[config.mk]
export PLATFORM = sky130hd
export DESIGN_NAME = bcd_to_bin_seq_flat
export DESIGN_NICKNAME = d
export VERILOG_FILES = /design/src/rtl/cwadd_pkg.sv /design/src/rtl/bcd_to_bin_seq_if.sv /design/src/rtl/bcd_digit_sub3.sv /design/src/rtl/bcd_to_bin_seq.sv /design/src/flat_wrapper.sv
export SDC_FILE = /design/constraint.sdc
export NUM_CORES = 1
export LEC_CHECK = 0
export ABC_CLOCK_PERIOD_IN_PS = 2650
export BUFFER_PORTS_ARGS = -buffer_cell sky130_fd_sc_hd__buf_4
export CAP_MARGIN = 40
export CORE_MARGIN = 1.5
export CORE_UTILIZATION = 30
export DETAILED_ROUTE_END_ITERATION = 7
export GPL_TIMING_DRIVEN = 0
export PLACE_DENSITY = 0.54
export SETUP_SLACK_MARGIN = 0.5
export SLEW_MARGIN = 15
export SYNTH_ARGS = -nofsm -noshare
export SYNTH_HDL_FRONTEND = slang
export SYNTH_HIERARCHICAL = 1
export SYNTH_SLANG_ARGS = --single-unit
[constraint.sdc]
create_clock -name clk -period 2.65 [get_ports clk]
set_clock_uncertainty 0.05 [all_clocks]
set_input_delay 0.1325 -clock clk [delete_from_list [all_inputs] [get_ports clk]]
set_output_delay 0.1325 -clock clk [all_outputs]
set_load 0.01 [all_outputs]
[src/rtl/cwadd_pkg.sv]
// Shared CWADD datapath definitions: FSM encoding and BCD digit constants.
// Used by the BCD-to-binary converter and its digit correction cell.
package cwadd_pkg;

    localparam int BCD_DIGIT_W = 4;
    localparam logic [BCD_DIGIT_W-1:0] BCD_CORR = 4'd3;

    typedef enum logic [1:0] {
        ST_IDLE  = 2'd0,
        ST_SHIFT = 2'd1,
        ST_DONE  = 2'd2
    } state_t;

    function automatic logic digit_invalid(input logic [BCD_DIGIT_W-1:0] d);
        return d > 4'd9;
    endfunction

endpackage

[src/rtl/bcd_to_bin_seq_if.sv]
// Start/busy/done handshake bundle for the sequential BCD-to-binary converter.
interface bcd_to_bin_seq_if #(
    parameter int NDIG = 3,
    parameter int BW   = 8
) ();
    logic              start;
    logic [4*NDIG-1:0] bcd_in;
    logic              busy;
    logic              done;
    logic [BW-1:0]     bin_out;
    logic              bad_digit;
    logic              ovf;

    modport master (
        output start, bcd_in,
        input  busy, done, bin_out, bad_digit, ovf
    );

    modport slave (
        input  start, bcd_in,
        output busy, done, bin_out, bad_digit, ovf
    );
endinterface

[src/rtl/bcd_digit_sub3.sv]
// Reverse double-dabble correction for one BCD digit: subtract 3 when the
// digit is 8 or more after the right shift.
module bcd_digit_sub3
    import cwadd_pkg::*;
(
    input  logic [BCD_DIGIT_W-1:0] d,
    output logic [BCD_DIGIT_W-1:0] q
);
    assign q = (d >= 4'd8) ? d - BCD_CORR : d;
endmodule

[src/rtl/bcd_to_bin_seq.sv]
// Sequential BCD-to-binary converter using reverse double-dabble, one shift
// per clock for BW clocks, with invalid-digit and overflow flags.
module bcd_to_bin_seq
    import cwadd_pkg::*;
#(
    parameter int NDIG = 3,
    parameter int BW   = 8
) (
    input  logic               clk,
    input  logic               rst,
    bcd_to_bin_seq_if.slave    bus
);
    localparam int DW = BCD_DIGIT_W * NDIG;
    localparam int CW = $clog2(BW + 1);

    state_t            state_reg, state_next;
    logic [DW-1:0]     bcd_reg;
    logic [DW-1:0]     bcd_corr;
    logic [BW-1:0]     bin_reg;
    logic [BW-1:0]     bin_shift;
    logic [CW-1:0]     cnt_reg;
    logic              bad_flag_reg;
    logic [BW-1:0]     bin_out_reg;
    logic              bad_digit_reg;
    logic              ovf_reg;
    logic [DW+BW-1:0]  shifted;
    logic [NDIG-1:0]   digit_bad_vec;
    logic              accept;
    logic              last_shift;

    assign shifted   = {bcd_reg, bin_reg} >> 1;
    assign bin_shift = shifted[BW-1:0];

    generate
        for (genvar gi = 0; gi < NDIG; gi++) begin : g_digit
            bcd_digit_sub3 u_sub3 (
                .d (shifted[BW + gi*BCD_DIGIT_W +: BCD_DIGIT_W]),
                .q (bcd_corr[gi*BCD_DIGIT_W +: BCD_DIGIT_W])
            );
            assign digit_bad_vec[gi] = digit_invalid(bus.bcd_in[gi*BCD_DIGIT_W +: BCD_DIGIT_W]);
        end
    endgenerate

    // DONE also accepts, so start held high gives back-to-back conversions.
    assign accept     = bus.start && (state_reg != ST_SHIFT);
    assign last_shift = (state_reg == ST_SHIFT) && (cnt_reg == CW'(BW - 1));

    always_comb begin
        state_next = state_reg;
        case (state_reg)
            ST_IDLE:  if (accept) state_next = ST_SHIFT;
            ST_SHIFT: if (last_shift) state_next = ST_DONE;
            ST_DONE:  state_next = accept ? ST_SHIFT : ST_IDLE;
            default:  state_next = ST_IDLE;
        endcase
    end

    always_ff @(posedge clk) begin
        if (rst) begin
            state_reg     <= ST_IDLE;
            bcd_reg       <= '0;
            bin_reg       <= '0;
            cnt_reg       <= '0;
            bad_flag_reg  <= 1'b0;
            bin_out_reg   <= '0;
            bad_digit_reg <= 1'b0;
            ovf_reg       <= 1'b0;
        end else begin
            state_reg <= state_next;
            if (accept) begin
                bcd_reg      <= bus.bcd_in;
                bin_reg      <= '0;
                cnt_reg      <= '0;
                bad_flag_reg <= |digit_bad_vec;
            end else if (state_reg == ST_SHIFT) begin
                bcd_reg <= bcd_corr;
                bin_reg <= bin_shift;
                cnt_reg <= cnt_reg + CW'(1);
            end
            // Residual BCD after the final shift is the part of the value above 2^BW.
            if (last_shift) begin
                ovf_reg       <= (bcd_corr != '0) && !bad_flag_reg;
                bin_out_reg   <= bad_flag_reg ? '0 : bin_shift;
                bad_digit_reg <= bad_flag_reg;
            end
        end
    end

    assign bus.busy      = (state_reg == ST_SHIFT);
    assign bus.done      = (state_reg == ST_DONE);
    assign bus.bin_out   = bin_out_reg;
    assign bus.bad_digit = bad_digit_reg;
    assign bus.ovf       = ovf_reg;

endmodule

[src/flat_wrapper.sv]
// flat-port wrapper written by rule: the top's interface ports become plain ports
module bcd_to_bin_seq_flat import cwadd_pkg::*;
#(
    parameter int NDIG = 3,
    parameter int BW   = 8
)
  (clk, rst, bus_start, bus_bcd_in, bus_busy, bus_done, bus_bin_out, bus_bad_digit, bus_ovf);
  bcd_to_bin_seq_if #(.NDIG(NDIG), .BW(BW)) bus_i ();
  input  logic clk;
  input  logic rst;
  input wire logic [$bits(bus_i.start)-1:0] bus_start;
  input wire logic [$bits(bus_i.bcd_in)-1:0] bus_bcd_in;
  output wire logic [$bits(bus_i.busy)-1:0] bus_busy;
  output wire logic [$bits(bus_i.done)-1:0] bus_done;
  output wire logic [$bits(bus_i.bin_out)-1:0] bus_bin_out;
  output wire logic [$bits(bus_i.bad_digit)-1:0] bus_bad_digit;
  output wire logic [$bits(bus_i.ovf)-1:0] bus_ovf;
  assign bus_i.start = bus_start;
  assign bus_i.bcd_in = bus_bcd_in;
  assign bus_busy = bus_i.busy;
  assign bus_done = bus_i.done;
  assign bus_bin_out = bus_i.bin_out;
  assign bus_bad_digit = bus_i.bad_digit;
  assign bus_ovf = bus_i.ovf;
  bcd_to_bin_seq #(.NDIG(NDIG), .BW(BW)) u_core (.clk(clk), .rst(rst), .bus(bus_i));
endmodule
**Word-level counts from Yosys, hierarchy flattened**

Index checks and enable logic that the tools add are counted.

- Register bits after elaboration: 37
- Logic and storage cells: 44

- Muxes and demuxes: 10
- Add/subtract/negate cells: 4
- Magnitude comparators: 6
- Equality and inequality tests: 6
- Reduce and logical (&&, ||, !) cells: 10

Operators with widths:

| kind | count |
|---|---|
| 12-bit two-way mux | 2 |
| 4-bit > comparator, second input constant | 3 |
| 4-bit two-way mux | 3 |
| 12-bit nonzero test | 1 |
| 4-bit greater-or-equal comparator, second input constant | 2 |
| 8-bit two-way mux | 1 |
| 4-bit by 2-bit subtractor with 4-bit output, second input constant | 2 |
| 2-bit by 1-bit != test with 1-bit output, second input constant | 3 |
| 2-bit one-hot mux with 3 select lines | 1 |
| 4-bit by 1-bit adder with 4-bit output, second input constant | 1 |
| 4-bit by 3-bit equality test with 1-bit output, second input constant | 1 |
| 3-bit by 4-bit greater-or-equal comparator with 1-bit output, second input constant | 1 |
| 2-bit two-way mux | 2 |
| 3-bit by 2-bit subtractor with 4-bit output, second input constant | 1 |
| 1-bit logical AND | 3 |
| 3-bit OR reduction | 1 |
| 2-bit by 1-bit equality test with 1-bit output, second input constant | 1 |
| 2-bit equality test, second input constant | 1 |
| 2-bit logical NOT | 1 |
| 2-bit AND reduction | 1 |
| 2-bit nonzero test | 1 |
| 2-bit OR reduction | 1 |
| 1-bit logical NOT | 1 |
| 1-bit two-way mux | 1 |

**Logic depth before layout (Yosys ltp)**

- Depth after elaboration: 4
- Mapped depth: 7

**Cells and area by module**

Netlist, hierarchy kept.

By module, submodules not included:

| module | instances | area an instance (um2) | sequential area each (um2) | cells an instance |
|---|---|---|---|---|
| bcd_to_bin_seq | 1 | 1546.5 | 720.7 | 174 |
| bcd_digit_sub3 | 3 | 76.3 | 0.0 | 11 |

**Worst setup path after synthesis**

Ideal clock, no wire load.

- Kind: reg-to-reg
- Start: reg u_core.bcd_reg[1]
- End: reg u_core.ovf_reg (netlist: u_core/bus.ovf)
- Required time: 2.483 ns
- Stages on the path, launching flop included: 8
- Data arrival time: 1.398 ns
- Period minus slack after synthesis: 1.565 ns
- Library setup time: 0.117 ns
- Path slack: 1.085 ns
- Cell sequence: dfxtp_1 inv_1 ha_1 nand2_1 o21ai_0 nor4_1 nand3_1 a32o_1

- Longest elaborated chain between the ends: 4

Ends and longest elaborated chain:

| element | line | RTL |
|---|---|---|
| start, declared | bcd_to_bin_seq.sv:17 | `logic [DW-1:0] bcd_reg;` |
| start signal, assigned | bcd_to_bin_seq.sv:71 | `bcd_reg <= bus.bcd_in;` |
| start signal, assigned | bcd_to_bin_seq.sv:76 | `bcd_reg <= bcd_corr;` |
| 4-bit by 2-bit subtractor with 4-bit output / 4-bit greater-or-equal comparator (equally long branches) | bcd_digit_sub3.sv:9 | `assign q = (d >= 4'd8) ? d - BCD_CORR : d;` |
| 4-bit two-way mux * | bcd_digit_sub3.sv:9 |  |
| named net u_core.bcd_corr[1] | bcd_to_bin_seq.sv:18 | `logic [DW-1:0] bcd_corr;` |
| 12-bit nonzero test * | bcd_to_bin_seq.sv:82 | `ovf_reg <= (bcd_corr != '0) && !bad_flag_reg;` |
| 1-bit logical AND * | bcd_to_bin_seq.sv:82 |  |
| end signal, assigned | bcd_to_bin_seq.sv:82 |  |
| end, declared | bcd_to_bin_seq.sv:25 | `logic ovf_reg;` |

Mark *: on every way through the listed nets, which the timed path passes. The rest lies on a longest branch.
A chain may end at the register's enable or synchronous reset.

**Worst setup path after layout**

Same ends and word-level chain as after synthesis.

==> flow_metrics.py <==
metrics = {
    "timing": {
        "min_period_ns": 1.832,
        "finalCritPeriodShare_pct": 69.12,
        "hold_viol": 0,
        "relSlewSlack_pct": 65.74,
        "slew_violations": 0,
        "tightest_slew_ns": 0.5139,
        "rsz0062_at_grt": "no",
        "max_freq_ghz": 0.5459,
        "finalSetupViolations": 0,
        "fin_setup_tns_ns": 0,
    },
    "setup_path": {
        "r2r_start": "u_core/bcd_reg[1]$_SDFFE_PP0P_",
        "reg2regPathDepth": 7,
        "cp.arrival_ns": 1.96,
        "r2r_end": "u_core/bus.ovf$_SDFFE_PP0P_",
        "crit_chain": "inv_1 > ha_1 > nand2_1 > o21ai_0 > nor4_1 > nand3_1 > a32o_1",
        "crit_type": "reg2reg",
        "crit_path_max_incr_delay_ns": 0.43,
        "cp-end-kind": "flip-flop",
        "crit_path_max_fanout": 5,
        "cpMaxStageDelayCell": "dfxtp_1",
        "rrSetupSlack_ns": 0.82,
        "cp-start-kind": "flip-flop",
        "required_ns": 2.78,
    },
    "floorplanning": {
        "die_area_um2": 6389,
        "rows": 27,
        "dieWidth_um": 79.93,
        "ios": 27,
        "die_y_um": 79.93,
        "coreArea_um2": 5608,
        "start_util_pct": 31.66,
    },
    "clock_tree": {
        "h-tree-depth": 2,
        "cts_sinks": 36,
        "path_clk_slew_ns": 0.07,
        "clockBufferDepth": 2,
        "clk_latency_ns": 0.28,
        "cts_tree": "built",
        "numCtsBuffers": 5,
        "cts_setup_buffers": 0,
        "hold_buffers": 0,
        "ctsResizeCount": 0,
        "cts_root_buf": "clkbuf_8",
    },
    "final_layout": {
        "drive_gt1_share_pct": 17.28,
        "nets": 264,
        "fillers": 613,
        "diodes": 0,
        "syn2layout_area_growth_pct": 22.13,
        "final_util_pct": 38.67,
        "largest_reg_flops": 12,
    },
    "grt": {
        "grt_pass1_wl_um": 7058,
        "grt_use_met3_pct": 3.771,
        "antenna_found_initial": 0,
        "grt_pass1_vias": 1386,
        "busiest_layer": "met2",
        "gr-usage-met1_pct": 20.36,
        "grt_overflow_total": 0,
        "grt_max_degree": 12,
        "globalRouteTotalUtil_pct": 14.23,
        "use_met2_pct": 20.76,
    },
    "yosys": {
        "seq_area_frac_synth_pct": 40.59,
        "synth_edf_count": 0,
        "async_flop_share_pct": 0,
        "yosysWarningCount": 6,
        "syn-instance-count": 207,
        "yosysTopAreaCell": "dfxtp_1",
        "avgSynthCellArea_um2": 8.577,
        "synth_top_area_share_pct": 40.59,
        "synth_area_um2": 1775,
        "synth_seq_cells": 36,
        "ys_dominant_reg_cell": "dfxtp_1",
        "yosysMostFrequentCell": "dfxtp_1",
        "synth.distinct_cells": 32,
        "netlist_top_cells_area": "dfxtp_1 (41%), mux2i_1 (6.8%), a21oi_1 (6.5%)",
        "ys_top_cells_by_count": "dfxtp_1 (36), a21oi_1 (23), nand2_1 (20), nor2_1 (16), o21ai_0 (16)",
    },
    "power_and_ir_drop": {
        "leakagePower_nw": 0.8821,
        "cellPowerDensity_nw_per_um2": 578.0,
        "ir_worst_vdd_mv": 0.2401,
    },
    "drt": {
        "totalWireLength_um": 4260,
        "via_count": 1538,
        "ant_nets": 0,
        "via_per_inst": 4.883,
        "drtPass1Iterations": 4,
        "wl_per_cell_um": 13.52,
        "drcViolationCount": 0,
        "drt_iter0_markers": 81,
    },
    "min_path": {
        "holdPathStages": 2,
        "min-delay-start": "rst",
        "holdPathEnd": "u_core/bcd_reg[4]$_SDFFE_PP0P_",
        "hold_path.class": "in2reg",
    },
    "place": {
        "port_buffers": 24,
        "hpwlAfterDp_um": 2972,
        "gp_congestion": 0.7881,
    },
    "status": {
        "outcome": "complete, no violations",
    },
    "job": {
        "maxCapViolCount": 0,
    },
}
[worst max-delay path by stage]
stage	start	end	slack, ns	cells after the start
floorplan	u_core/bcd_reg[1]$_SDFFE_PP0P_	u_core/bus.ovf$_SDFFE_PP0P_	1.08	7
detailed placement	u_core/bcd_reg[1]$_SDFFE_PP0P_	u_core/bus.ovf$_SDFFE_PP0P_	0.85	7
global placement	u_core/bcd_reg[1]$_SDFFE_PP0P_	u_core/bus.ovf$_SDFFE_PP0P_	0.84	7
global route	u_core/bcd_reg[1]$_SDFFE_PP0P_	u_core/bus.ovf$_SDFFE_PP0P_	0.68	7
finish	u_core/bcd_reg[1]$_SDFFE_PP0P_	u_core/bus.ovf$_SDFFE_PP0P_	0.82	7
CTS	u_core/bcd_reg[1]$_SDFFE_PP0P_	u_core/bus.ovf$_SDFFE_PP0P_	0.82	7
[worst max-delay path, delay by kind of cell (launching register included)]
kind	cells	cell delay, ns
buffers and inverters	1	0.07
AO/OA/AOI/OAI	2	0.33
flip-flops	1	0.43
AND/OR/NAND/NOR	3	0.56
adder cells (fa/ha/maj)	1	0.28
[through the flow]
step	hold WS [ns]	area (um2)	worst slack [ns]	instances	total power [mW]
after floorplan	0.3224	1790	1.085	211	0.7286
after global placement	0.3899	2061	0.8407	307	0.7887
after detailed placement	0.3868	2061	0.8455	307	0.7888
after CTS	0.08050	2168	0.8220	315	1.269
after global routing	0.09637	2168	0.6819	315	1.310
final	0.08786	2168	0.8183	315	1.253
[metal layers]
metal / part of all wire [%] / vias to the layer above / wire length, um
li1: - / 788 / -
met1: 53 / 715 / 2261
met2: 42 / 33 / 1781
met3: 4.4 / 2 / 186
met4: 0.73 / 0 / 31
met5: 0 / - / 0
[area by class of cell]
type / instances / area [um2] / area share [%]
Timing Repair Buffer: 24 / 180.2 / 8.309
Tap cell: 72 / 90.09 / 4.155
Inverter: 8 / 30.03 / 1.385
Clock buffer: 6 / 72.57 / 3.347
Sequential cell: 36 / 720.7 / 33.24
Buffer: 16 / 83.83 / 3.866
Clock inverter: 2 / 35.03 / 1.616
Multi-Input combinational cell: 151 / 955.9 / 44.09
[cells by family (layout without fill, tap and decap cells)]
| kind of cell | after synthesis | count (layout) | synth area share [%] |
|---|---|---|---|
| AOI/OAI and AO/OA | 54 | 54 | 17.55 |
| muxes | 12 | 12 | 6.766 |
| buffers and inverters | 24 | 56 | 6.412 |
| xor gates and xnor gates | 8 | 8 | 3.946 |
| DFF | 36 | 36 | 40.59 |
| other | 1 | 5 | 0.2112 |
| and+or+nand+nor | 65 | 65 | 19.59 |
| adders and majority gates | 7 | 7 | 4.933 |
[cells in the final DEF, fill, tap and decap left out, types with 4 or more instances in the layout]
master / count
a211oi_1: 12
a21oi_1: 23
buf_2: 6
buf_4: 26
clkbuf_1: 6
clkbuf_8: 5
conb_1: 5
dfxtp_1: 36
ha_1: 7
inv_1: 8
mux2i_1: 12
nand2_1: 20
nand4b_1: 8
nor2_1: 16
nor4_1: 4
o21ai_0: 16
xnor2_1: 4
xor2_1: 4
[power breakdown]
group,leakage [nW],internal [mW],switching (mW)
clock,0.0552,0.279,0.197
sequential,0.294,0.564,0.0262
combinational,0.533,0.0800,0.106
total,0.882,0.924,0.330
Note: power is estimated with default switching activity, not from simulation.
